--- src/rtl/uart_rx_os.sv ---
// uart_rx_os: 16x-oversampled UART receiver with a start-bit glitch filter, mid-bit data
// sampling, stop-bit check, a one-clock done strobe and a frame-error flag.
module uart_rx_os #(
    parameter int DBIT    = 8,
    parameter int SB_TICK = 16
) (
    input  logic            clk,
    input  logic            reset,
    input  logic            rx,
    input  logic            s_tick,
    output logic [DBIT-1:0] dout,
    output logic            rx_done_tick,
    output logic            frame_err
);
    localparam int NW = (DBIT > 1) ? $clog2(DBIT) : 1;
    localparam logic [4:0]    SB_LAST  = 5'(SB_TICK - 1);
    localparam logic [NW-1:0] BIT_LAST = NW'(DBIT - 1);

    typedef enum logic [1:0] {IDLE, START, DATA, STOP} state_t;

    state_t          state_q;
    logic            rx_meta_q, rx_s_q;
    logic [4:0]      s_cnt_q;
    logic [NW-1:0]   n_cnt_q;
    logic [DBIT-1:0] b_reg_q;

    always_ff @(posedge clk) begin
        if (reset) begin
            state_q      <= IDLE;
            rx_meta_q    <= 1'b1;
            rx_s_q       <= 1'b1;
            s_cnt_q      <= '0;
            n_cnt_q      <= '0;
            b_reg_q      <= '0;
            dout         <= '0;
            rx_done_tick <= 1'b0;
            frame_err    <= 1'b0;
        end else begin
            rx_meta_q    <= rx;
            rx_s_q       <= rx_meta_q;
            rx_done_tick <= 1'b0;
            case (state_q)
                IDLE: if (!rx_s_q) begin
                    state_q <= START;
                    s_cnt_q <= '0;
                end
                // Half a bit into the start bit: a line back high means it was a glitch
                START: if (s_tick) begin
                    if (s_cnt_q == 5'd7) begin
                        state_q <= rx_s_q ? IDLE : DATA;
                        s_cnt_q <= '0;
                        n_cnt_q <= '0;
                    end else begin
                        s_cnt_q <= s_cnt_q + 5'd1;
                    end
                end
                DATA: if (s_tick) begin
                    if (s_cnt_q == 5'd15) begin
                        b_reg_q <= {rx_s_q, b_reg_q[DBIT-1:1]};
                        s_cnt_q <= '0;
                        if (n_cnt_q == BIT_LAST) state_q <= STOP;
                        else n_cnt_q <= n_cnt_q + 1'b1;
                    end else begin
                        s_cnt_q <= s_cnt_q + 5'd1;
                    end
                end
                STOP: if (s_tick) begin
                    if (s_cnt_q == SB_LAST) begin
                        state_q      <= IDLE;
                        dout         <= b_reg_q;
                        frame_err    <= ~rx_s_q;
                        rx_done_tick <= 1'b1;
                    end else begin
                        s_cnt_q <= s_cnt_q + 5'd1;
                    end
                end
                default: state_q <= IDLE;
            endcase
        end
    end
endmodule

--- config.mk ---
export PLATFORM = sky130hd
export DESIGN_NAME = uart_rx_os
export DESIGN_NICKNAME = d
export VERILOG_FILES = /design/src/rtl/uart_rx_os.sv
export SDC_FILE = /design/constraint.sdc
export NUM_CORES = 1
export LEC_CHECK = 0
export CAP_MARGIN = 30
export CORE_UTILIZATION = 54
export CTS_CLUSTER_DIAMETER = 150
export DETAILED_ROUTE_END_ITERATION = 10
export PLACE_DENSITY = 0.82
export SLEW_MARGIN = 20
export SYNTH_ARGS = -nofsm -noshare
export SYNTH_HDL_FRONTEND = slang
export SYNTH_SLANG_ARGS = --single-unit
--- constraint.sdc ---
create_clock -name clk -period 2.67 [get_ports clk]
set_input_delay 0.4005 -clock clk [delete_from_list [all_inputs] [get_ports clk]]
set_output_delay 0.4005 -clock clk [all_outputs]
set_load 0.02 [all_outputs]
# Word level (Yosys, flattened, before mapping)
# Cells that the tools add are included.
# totals
word_cells	63
output_inout_bits	10
regBits	30
# op_classes
muxes	25
n_bitwise	3
n_addsub	2
n_reduce_logical	8
eq_ne	16
# op_table
cell	count
$mux 5	7
$ne 2x2->1 const B	10
$pmux 5 s4	1
$mux 2	9
$mux 3	5
$pmux 2 s4	1
$reduce_and 8->1	1
$pmux 3 s2	1
$reduce_and 3->1	2
$reduce_and 6->1	1
$add 5x1->5 const B	1
$eq 5x3->1 const B	1
$eq 5x4->1 const B	1
$reduce_and 5->1	1
$eq 2x2->1 const B	2
$add 3x1->3 const B	1
$eq 3x3->1 const B	1
$not 1->1	3
$reduce_or 3->1	1
$eq 2x1->1 const B	1
$logic_not 2->1	1
$reduce_bool 2->1	1
$mux 1	1

# Longest topological paths before layout
# Gate-level depths: netlist of the first run.
# logic_depth
word_depth	5
ltp_mapped	7
depth_no_buf	7

# Worst setup path after synthesis of the first run
# OpenSTA, ideal clock, no wires.
# synth_timing
path_kind	register to register
from	reg s_cnt_q[0]
to	reg s_cnt_q[0]
path_stages_with_launch	8
slack_ns	0.689
t_required_ns	2.549
setup_time_ns	0.121
period_less_slack_ns	1.981
arrival_ns	1.859
cell_sequence	dfxtp_1 -> ha_1 -> and3_1 -> ha_1 -> a21bo_4 -> a221oi_4 -> nor2_1 -> mux2_4
# synth_via
elab_chain_len	4
word_cells_on_any_way	12
cone_classes	1 x add/sub; 3 x eq/ne; 7 x mux; 1 x reduce/logical
# synth_lines
item	line	text
start: declaration	23	logic [4:0] s_cnt_q;
start signal: assignment	54	s_cnt_q <= s_cnt_q + 5'd1;
start signal: assignment	64	s_cnt_q <= s_cnt_q + 5'd1;
start signal: assignment	74	s_cnt_q <= s_cnt_q + 5'd1;
$add 5x1->5, or another cell as far along	54, 64, 74	
$mux 5, on equally long branches	68, 49, 58	
$mux 5, on equally long branches	67, 48, 57	
$pmux 5 s4	42	case (state_q)
# Parallel ways exist; a longest one is shown, timed or not. The select of a mux whose other input is x is not followed.
# A chain may end at the register's enable or synchronous reset.

# Worst setup path after layout of the first run
# Same ends and word-level chain as after synthesis.

==> results of run 1 <==
-- flip-flops by register name (all words and copies together) (netlist names), named ones only --
name	flops
b_reg_q	8
dout	8
frame_err	1
n_cnt_q	3
rx_done_tick	1
rx_meta_q	1
rx_s_q	1
s_cnt_q	5
state_q	1
-- critical path, cell delays in order (launching register included) --
cell      delay, ps
dfxtp_1         350
ha_1            240
and3_1          230
ha_1            230
a21bo_4         230
a221oi_4        390
nor2_1          120
mux2_4          290
-- how the worst max path moves through the flow --
stage,from,to,slack [ps],cells past startpoint
after floorplan,s_cnt_q[0]$_SDFFE_PP0P_,s_cnt_q[0]$_SDFFE_PP0P_,690,7
after global placement,s_tick,s_cnt_q[0]$_SDFFE_PP0P_,530,5
after detailed placement,s_tick,s_cnt_q[0]$_SDFFE_PP0P_,430,5
after CTS,s_cnt_q[0]$_SDFFE_PP0P_,s_cnt_q[0]$_SDFFE_PP0P_,500,7
after global routing,s_cnt_q[0]$_SDFFE_PP0P_,n_cnt_q[2]$_SDFFE_PP0P_,360,7
final,s_cnt_q[0]$_SDFFE_PP0P_,s_cnt_q[0]$_SDFFE_PP0P_,480,7
-- per-layer routing --
layer	up-vias	wire, um
li1	566	-
met1	514	1200
met2	33	1150
met3	4	114
met4	0	25
met5	-	0
-- cells by family (layout without fill, tap and decap cells) --
logic type / Yosys count / count (layout)
muxes: 2 / 2
buffers and inverters: 14 / 27
DFF: 30 / 30
adders and majority gates: 6 / 6
and+or+nand+nor: 75 / 75
AOI/OAI and AO/OA: 31 / 31
-- final cells by class --
cell class / instances / area [um^2] / area share (%)
Clock inverter: 1 / 30.0 / 1.93
Sequential cell: 30 / 601 / 38.6
Inverter: 6 / 22.5 / 1.45
Clock buffer: 6 / 51.3 / 3.29
Tap cell: 28 / 35.0 / 2.25
Timing Repair Buffer: 14 / 138 / 8.84
Multi-Input combinational cell: 114 / 681 / 43.7
-- per-stage QoR --
| step | hold WS (ps) | cell area, um^2 | util [%] | setup WS [ps] |
|---|---|---|---|---|
| 2_1_floorplan | 389 | 1340 | - | 689 |
| 3_3_place_gp | 394 | 1480 | 64.9 | 530 |
| 3_5_place_dp | 393 | 1480 | 64.9 | 428 |
| 4_1_cts | 415 | 1560 | 68.4 | 500 |
| 5_1_grt | 433 | 1560 | 68.4 | 363 |
| 6_report | 413 | 1560 | 68.4 | 481 |
-- layout by cell type, fill, tap and decap left out, types with 2 or more instances in the layout --
cell,count
a21oi_1,20
a31oi_1,2
and3_1,2
clkbuf_4,5
clkdlybuf4s50_1,13
dfxtp_1,30
ha_1,6
inv_1,6
nand2_1,35
nand2b_1,2
nand3_1,4
nand4_1,3
nor2_1,10
nor2b_1,4
nor3_1,5
nor3b_1,2
or2_2,5
-- power groups by stage --
stage / Combinational (mW) / Clock, mW / Sequential [mW]
2_1_floorplan: 0.0290 / 0 / 0.465
6_report: 0.0364 / 0.372 / 0.458
3_5_place_dp: 0.0356 / 0 / 0.468
5_1_grt: 0.0402 / 0.397 / 0.458
4_1_cts: 0.0361 / 0.375 / 0.457
3_3_place_gp: 0.0341 / 0 / 0.467
==> results.ini, run 1 <==
[floorplanning]
die-area_um2=2690
rows=17
io_pins=14
core_um2=2280
die_h_um=51.9
start_util_pct=59.0
fp.dieW_um=51.9

[worst_setup_path]
required_ps=2890
critPathKind=flop to flop
ff2ff_path_depth=7
worst-path-max-fanout=7
arrival_ps=2400
start_kind=flop
end_kind=flop
r2r-start=s_cnt_q[0]$_SDFFE_PP0P_
r2r_setup_slack_ps=480
rr_endpoint=s_cnt_q[0]$_SDFFE_PP0P_

[grt]
grt.met1_usage_pct=27.2
grt-busiest-layer=met2
grt_pass1_wl_um=4290
use_met2_pct=34.8
grt.total_usage_pct=22.0
grt_pass1_vias=1000
gr-total-overflow=0
grt_max_degree=20
use_met3_pct=7.02
antenna_found_initial=0

[power_and_ir_drop]
switching_share_pct=20.8
peakVddDrop_mv=0.473
p_leak_nw=0.552
p_clk_share_pct=43.0
power_frac_seq_pct=52.8
power_density_nw_per_um2=556
combinationalPowerShare_pct=4.2
p_int_mw=0.686
finalPower_mw=0.866
power.switching_mw=0.180

[route]
route.detailed.drc=0
routed_wl_um=2490
ant_nets=0
first_pass_iters=5
vias=1117
vias_per_cell=5.61
wl_per_cell_um=12.5
drtIter0Drc=32

[yosys]
yosys.area_share.simple_pct=27.1
synth_mux_area_share_pct=1.86
synth-edff-count=0
synth.avg_cell_area_um2=8.50
yosysMostFrequentCell=nand2_1
synthesis.area_um2=1340
synth_xor_area_share_pct=0
ys_top_cells_by_count=nand2_1 (35), dfxtp_1 (30), a21oi_1 (20)
ys_warn_count=0
synth_seq_area_share_pct=44.7
yosysTopAreaCell=dfxtp_1
synth_top_area_share_pct=44.7
synth_compound_area_share_pct=16.1
dominantRegCellSynth=dfxtp_1
ys_types=32
synth_top_family_by_area=simple AND/OR/NAND/NOR gates
synthAdderAreaFrac_pct=5.59
ys_ff_latch=30
syn_inst=158
synth_area_leaders=dfxtp_1 (45%), nand2_1 (9.8%), a21oi_1 (7.5%)
synthArstFlopShare_pct=0
synth_nets=168

[run]
maxCapViolCount=0

[layout]
syn2layout_area_growth_pct=16.0
final_nets=181
stdcell_count=199
n_antenna_cell=0
num-fill-cells=178
drive_gt1_share_pct=10.5

[clock_tree]
clockBufferDepth=2
cts_made_buffers=5
clk_latency_ps=330
h-tree-depth=2
ctsResizeCount=0
cts_hold_buf=0
root_buffer=clkbuf_4
cts.clk_slew.worst_paths_ps=90
clkSinkCount=30
cts_tree=built
cts_setup_buffers=0

[sta]
relSlewSlack_pct=54.6
setup_viol=0
rsz0062_at_grt=no
clock_skew_ps=11.6
totalNegativeSetupSlack_ps=0
final.min_clock_period_ps=2190
worstMarginPinSlew_ps=679
maxSlewViolCount=0
timing.final.crit_share_pct=82.0
fmax_mhz=457
hold_viol=0

[run_status]
status=finished clean

[min_path]
holdCritPathClass=flop to flop
holdPathStages=1
hold_path_startpoint=rx_meta_q$_SDFF_PP1_
min_to=rx_s_q$_SDFF_PP1_

[placed_design]
dp_cells=192
globalplace.congestion=0.836
dp_hpwl_um=1760
io_buffers=13

Note: power is estimated with default switching activity, not from simulation.
==> run 2: changes to the inputs <==
- CORE_UTILIZATION: 54 -> 49
- PLACE_DENSITY: 0.82 -> 0.78
- clock period: 2.67 -> 2 ns (I/O delays scaled with it)
==> results.ini, run 2 (same netlist as run 1, synthesis figures left out) <==
[worst_setup_path]
worst-path-max-fanout=7  ; unchanged
required_ps=2280  ; was 2890 ps
path_cells=ha_4 > and3_4 > ha_4 > a21bo_4 > a221oi_4 > buf_4 > buf_4 > a32o_1  ; was ha_1 > and3_1 > ha_1 > a21bo_4 > a221oi_4 > nor2_1 > mux2_4
critical_path.slowest_cell=a221oi_4  ; unchanged
crit_start=s_cnt_q[0]$_SDFFE_PP0P_  ; unchanged
end_kind=flop  ; unchanged
arrival_ps=2210  ; was 2400 ps
cpPeakStageDelay_ps=400  ; was 390 ps
r2r-start=s_cnt_q[0]$_SDFFE_PP0P_  ; unchanged
start_kind=flop  ; unchanged
critPathKind=flop to flop  ; unchanged

[power_and_ir_drop]
switching_share_pct=24.2  ; was 20.8%
p_leak_nw=0.600  ; was 0.552 nW
p_int_mw=0.803  ; was 0.686 mW
power.switching_mw=0.257  ; was 0.180 mW
combinationalPowerShare_pct=5.8  ; was 4.2%
p_clk_share_pct=36.6  ; was 43.0%
peakVddDrop_mv=0.661  ; was 0.473 mV
power_frac_seq_pct=57.6  ; was 52.8%
power_density_nw_per_um2=636  ; was 556 nW/um^2

[placed_design]
io_buffers=13  ; unchanged
dp_hpwl_um=1890  ; was 1760 um
dp_cells=202  ; was 192
globalplace.congestion=0.814  ; was 0.836
placed_area_um2=1540  ; was 1480 um^2

[layout]
drive_gt1_share_pct=20.1  ; was 10.5%
final_common_cell=nand2_1  ; unchanged
final_cell_mix=nand2_1 (35), dfxtp_1 (28), a21oi_1 (20)  ; was nand2_1 (35), dfxtp_1 (30), a21oi_1 (20)
stdcell_count=214  ; was 199
n_antenna_cell=0  ; unchanged
final_nets=193  ; was 181
syn2layout_area_growth_pct=24.2  ; was 16.0%
num-fill-cells=214  ; was 178
design_area_um2=1670  ; was 1560 um^2
reg_top3=b_reg_q: 8 flops, dout: 8 flops, s_cnt_q: 5 flops  ; unchanged

[sta]
maxSlewViolCount=0  ; unchanged
relSlewSlack_pct=67.5  ; was 54.6%
timing.final.crit_share_pct=96.4  ; was 82.0%
hold_viol=0  ; unchanged
worstMarginPinSlew_ps=487  ; was 679 ps
clock_skew_ps=10.4  ; was 11.6 ps
setup_viol=0  ; unchanged
fmax_mhz=518  ; was 457 MHz
final.min_clock_period_ps=1930  ; was 2190 ps

[route]
wl_per_cell_um=12.2  ; was 12.5 um
vias=1161  ; was 1,117
route.detailed.drc=0  ; unchanged
vias_per_cell=5.43  ; was 5.61
first_pass_iters=5  ; unchanged
routed_wl_um=2620  ; was 2490 um
drtIter0Drc=26  ; was 32
ant_nets=0  ; unchanged

[grt]
grt_pass1_wl_um=4460  ; was 4290 um
grt_pass1_vias=1056  ; was 1,000
gr-total-overflow=0  ; unchanged
antenna_found_initial=0  ; unchanged
grt.total_usage_pct=21.7  ; was 22.0%
grt_max_degree=21  ; was 20

[floorplanning]
die-area_um2=2950  ; was 2690 um^2
die_h_um=54.3  ; was 51.9 um
rows=18  ; was 17
core_um2=2520  ; was 2280 um^2
fp.dieW_um=54.3  ; was 51.9 um
start_util_pct=53.2  ; was 59.0%
io_pins=14  ; unchanged

[clock_tree]
h-tree-depth=2  ; unchanged
root_buffer=clkbuf_4  ; unchanged
cts_tree=built  ; unchanged
clockBufferDepth=2  ; unchanged
cts.clk_slew.worst_paths_ps=100  ; was 90 ps
cts_made_buffers=5  ; unchanged
clkSinkCount=30  ; unchanged
clk_latency_ps=340  ; was 330 ps

[run_status]
status=finished clean  ; unchanged

[min_path]
hold_path_startpoint=rx_meta_q$_SDFF_PP1_  ; unchanged
holdCritPathClass=flop to flop  ; unchanged

[run]
maxCapViolCount=0  ; unchanged

## run 2: final cells by class
cell class	count	area (um^2)	share of cell area, %
tap	30	37.5	2.25
inverter	6	22.5	1.35
clock buffer	6	51.3	3.08
clock inverter	2	12.5	0.750
timing repair buffer	26	228	13.7
sequential	30	603	36.2
multi-input combinational	114	713	42.8
## run 2: per-stage QoR
| step | worst slack, ps | hold WS, ps | setup TNS [ps] | power [mW] | util [%] |
|---|---|---|---|---|---|
| after global placement | 50.7 | 391 | 0 | 0.674 | 61.0 |
| after detailed placement | -6.32 | 401 | -6.32 | 0.676 | 61.0 |
| after global routing | -6.44 | 432 | -6.44 | 1.10 | 66.1 |
| after CTS | 8.44 | 423 | 0 | 1.06 | 64.0 |
| after floorplan | 19.5 | 389 | 0 | 0.659 | - |
| final | 71.2 | 419 | 0 | 1.06 | 66.1 |
## run 2: per-layer routing
layer | GRT usage, % | part of all wire [%] | vias to the layer above
li1 | - | - | 593
met1 | 23.0 | 45 | 532
met2 | 37.4 | 48 | 31
met3 | 8.89 | 4.9 | 5
met4 | 9.40 | 1.3 | 0
met5 | 0 | 0 | -
## run 2: repair_timing
action / in CTS / in global routing
hold buffers: 0 / 0
pin swaps: 2 / 3
buffers inserted: 1 / 3
endpoints found under the setup margin: 2 / 6
resized for setup: 2 / 6
endpoints found under the hold margin: 0 / 0
## run 2: critical path: cells and delay by family (launching register included)
family	cells	cell delay (ps)
AO/OA/AOI/OAI	3	760
flip-flops	1	350
adder cells (fa/ha/maj)	2	310
buffers and inverters	2	270
AND/OR/NAND/NOR	1	180
## run 2: path summary, 6_finish.rpt
| check | cells after the start | end | slack (ps) |
|---|---|---|---|
| max reg2reg | 8 | s_cnt_q[2]$_SDFFE_PP0P_ | 70 |
| max | 8 | s_cnt_q[2]$_SDFFE_PP0P_ | 70 |
| min | 1 | rx_s_q$_SDFF_PP1_ | 420 |
| min reg2reg | 1 | rx_s_q$_SDFF_PP1_ | 420 |
## run 2: power groups by stage
stage / Combinational, mW / Sequential [mW] / Clock (mW)
5_1_grt: 0.0676 / 0.612 / 0.419
2_1_floorplan: 0.0387 / 0.620 / 0
6_report: 0.0612 / 0.611 / 0.388
4_1_cts: 0.0541 / 0.610 / 0.392
3_3_place_gp: 0.0499 / 0.624 / 0
3_5_place_dp: 0.0517 / 0.624 / 0
==> run 3: changes to the inputs <==
- CORE_UTILIZATION: 49 -> 43
- PLACE_DENSITY: 0.78 -> 0.68
- clock period: 2 -> 1.8 ns (I/O delays scaled with it)
==> results.ini, run 3 (same netlist as run 1, synthesis figures left out) <==
[run_status]
violations=DRC, setup timing
status=complete, but fails checks  ; was finished clean

[sta]
maxSlewViolCount=0  ; unchanged
clock_skew_ps=6.05  ; was 10.4 ps
rsz0062_at_grt=yes
final.min_clock_period_ps=1860  ; was 1930 ps
hold_viol=0  ; unchanged
timing.final.crit_share_pct=104  ; was 96.4%
setup_viol=4  ; was 0
relSlewSlack_pct=62.5  ; was 67.5%
fmax_mhz=536  ; was 518 MHz
totalNegativeSetupSlack_ps=-145  ; was 0 ps
setup_ws_ps=-64.3  ; was 71.2 ps
worstMarginPinSlew_ps=562  ; was 487 ps

[layout]
final_nets=198  ; was 193
num-fill-cells=254  ; was 214
syn2layout_area_growth_pct=33.9  ; was 24.2%
reg_top3=b_reg_q: 8 flops, dout: 8 flops, s_cnt_q: 5 flops  ; unchanged
final_cell_mix=nand2_1 (35), dfxtp_1 (28), a21oi_1 (20)  ; unchanged
drive_gt1_share_pct=24.3  ; was 20.1%
utilization_pct=63.0  ; was 66.1%
n_antenna_cell=0  ; unchanged
final_common_cell=nand2_1  ; unchanged

[placed_design]
io_buffers=13  ; unchanged
dp_hpwl_um=1950  ; was 1890 um
globalplace.congestion=0.823  ; was 0.814

[worst_setup_path]
start_kind=flop  ; unchanged
critPathKind=flop to flop  ; unchanged
cpPeakStageDelay_ps=370  ; was 400 ps
crit_path_frequent_cell=ha_4
path_cells=ha_4 > and3_4 > ha_4 > a21bo_4 > a221oi_4 > nor2_1 > mux2_4  ; was ha_4 > and3_4 > ha_4 > a21bo_4 > a221oi_4 > buf_4 > buf_4 > a32o_1
required_ps=2020  ; was 2280 ps
end_kind=flop  ; unchanged
worst-path-max-fanout=6  ; was 7
arrival_ps=2090  ; was 2210 ps
r2r_setup_slack_ps=-60  ; was 70 ps
critical_path.slowest_cell=a221oi_4  ; unchanged

[floorplanning]
fp.dieW_um=57.9  ; was 54.3 um
io_pins=14  ; unchanged
start_util_pct=47.1  ; was 53.2%
die_h_um=57.9  ; was 54.3 um
die-area_um2=3350  ; was 2950 um^2
core_um2=2850  ; was 2520 um^2
rows=19  ; was 18

[route]
first_pass_iters=7  ; was 5
routed_wl_um=2830  ; was 2620 um
vias=1166  ; was 1,161
vias_per_cell=5.30  ; was 5.43
route.detailed.drc=1  ; was 0
ant_nets=0  ; unchanged
drtIter0Drc=60  ; was 26
wl_per_cell_um=12.9  ; was 12.2 um

[grt]
use_met2_pct=30.5  ; was 37.4%
grt_max_degree=16  ; was 21
grt_pass1_vias=1077  ; was 1,056
grt.total_usage_pct=18.6  ; was 21.7%
antenna_found_initial=0  ; unchanged
grt-busiest-layer=met2  ; unchanged
grt_pass1_wl_um=4680  ; was 4460 um
use_met3_pct=4.69  ; was 8.89%
grt.met1_usage_pct=22.7  ; was 23.0%
gr-total-overflow=0  ; unchanged

[clock_tree]
cts_tree=built  ; unchanged
clockBufferDepth=2  ; unchanged
root_buffer=clkbuf_4  ; unchanged
h-tree-depth=2  ; unchanged
clkSinkCount=30  ; unchanged
cts.clk_slew.worst_paths_ps=100  ; about the same
cts_made_buffers=5  ; unchanged
clk_latency_ps=320  ; was 340 ps
cts_hold_buf=0  ; unchanged

[run]
maxCapViolCount=0  ; unchanged

[power_and_ir_drop]
p_leak_nw=0.659  ; was 0.600 nW
finalPower_mw=1.47  ; was 1.06 mW
power_density_nw_per_um2=818  ; was 636 nW/um^2
peakVddDrop_mv=0.593  ; was 0.661 mV

[min_path]
holdCritPathClass=flop to flop  ; unchanged

-- run 3: cell count changes in the layout (fill, tap and decap cells not counted), sizes merged --
cell / change
bufinv: +2
clkinvlp: -1
buf: +5
clkinv: -1
-- run 3: worst paths after layout --
| check | depth (start not counted) | from | endpoint |
|---|---|---|---|
| max reg2reg | 7 | s_cnt_q[0]$_SDFFE_PP0P_ | s_cnt_q[0]$_SDFFE_PP0P_ |
| max | 7 | s_cnt_q[0]$_SDFFE_PP0P_ | s_cnt_q[0]$_SDFFE_PP0P_ |
| min reg2reg | 1 | rx_meta_q$_SDFF_PP1_ | rx_s_q$_SDFF_PP1_ |
| min | 1 | rx_meta_q$_SDFF_PP1_ | rx_s_q$_SDFF_PP1_ |
-- run 3: worst max-delay path: cells and delay by family (launching register included) --
kind                       cells  cell delay, ps
AOI/OAI and AO/OA              2             570
DFF                            1             350
adders and majority gates      2             310
muxes                          1             270
and+or+nand+nor                2             250
-- run 3: cell type report --
type / instances / area [um^2] / share of cell area [%]
multi-input combinational: 114 / 757 / 42.1
sequential: 30 / 603 / 33.5
timing repair buffer: 31 / 265 / 14.8
clock inverter: 2 / 60.1 / 3.34
clock buffer: 6 / 51.3 / 2.85
tap: 31 / 38.8 / 2.16
inverter: 6 / 22.5 / 1.25
-- run 3: repair_timing --
item / 4_1_cts / 5_1_grt
setup buffers: 2 / 0
setup endpoints to repair: 9 / 14
pin swaps: 9 / 4
cloned: 0 / 0
gates resized for setup: 2 / 6
endpoints found under the hold margin: 0 / 0
-- run 3: report_power, final --
part	total (mW)	internal, mW	leakage [nW]	switching [mW]
combinational	0.0761	0.0376	0.357	0.0385
sequential	0.678	0.670	0.243	0.00825
clock	0.717	0.471	0.0585	0.246
total	1.47	1.18	0.659	0.293
-- run 3: per-stage QoR --
stage          cells  setup WS, ps  hold slack (ps)  cell area (um^2)
5_1_grt          220          -152              458              1800
6_report         220         -64.3              423              1800
4_1_cts          220         -55.3              425              1770
3_5_place_dp     210         -90.7              399              1630
3_3_place_gp     210         -52.6              393              1630
2_1_floorplan    158         -37.9              374              1380
-- run 3: metal layers --
| metal | part of all wire (%) | wire length (um) |
|---|---|---|
| met5 | 0 | 0 |
| met4 | 1.7 | 48 |
| met3 | 4.2 | 118 |
| met2 | 46 | 1310 |
| met1 | 48 | 1350 |
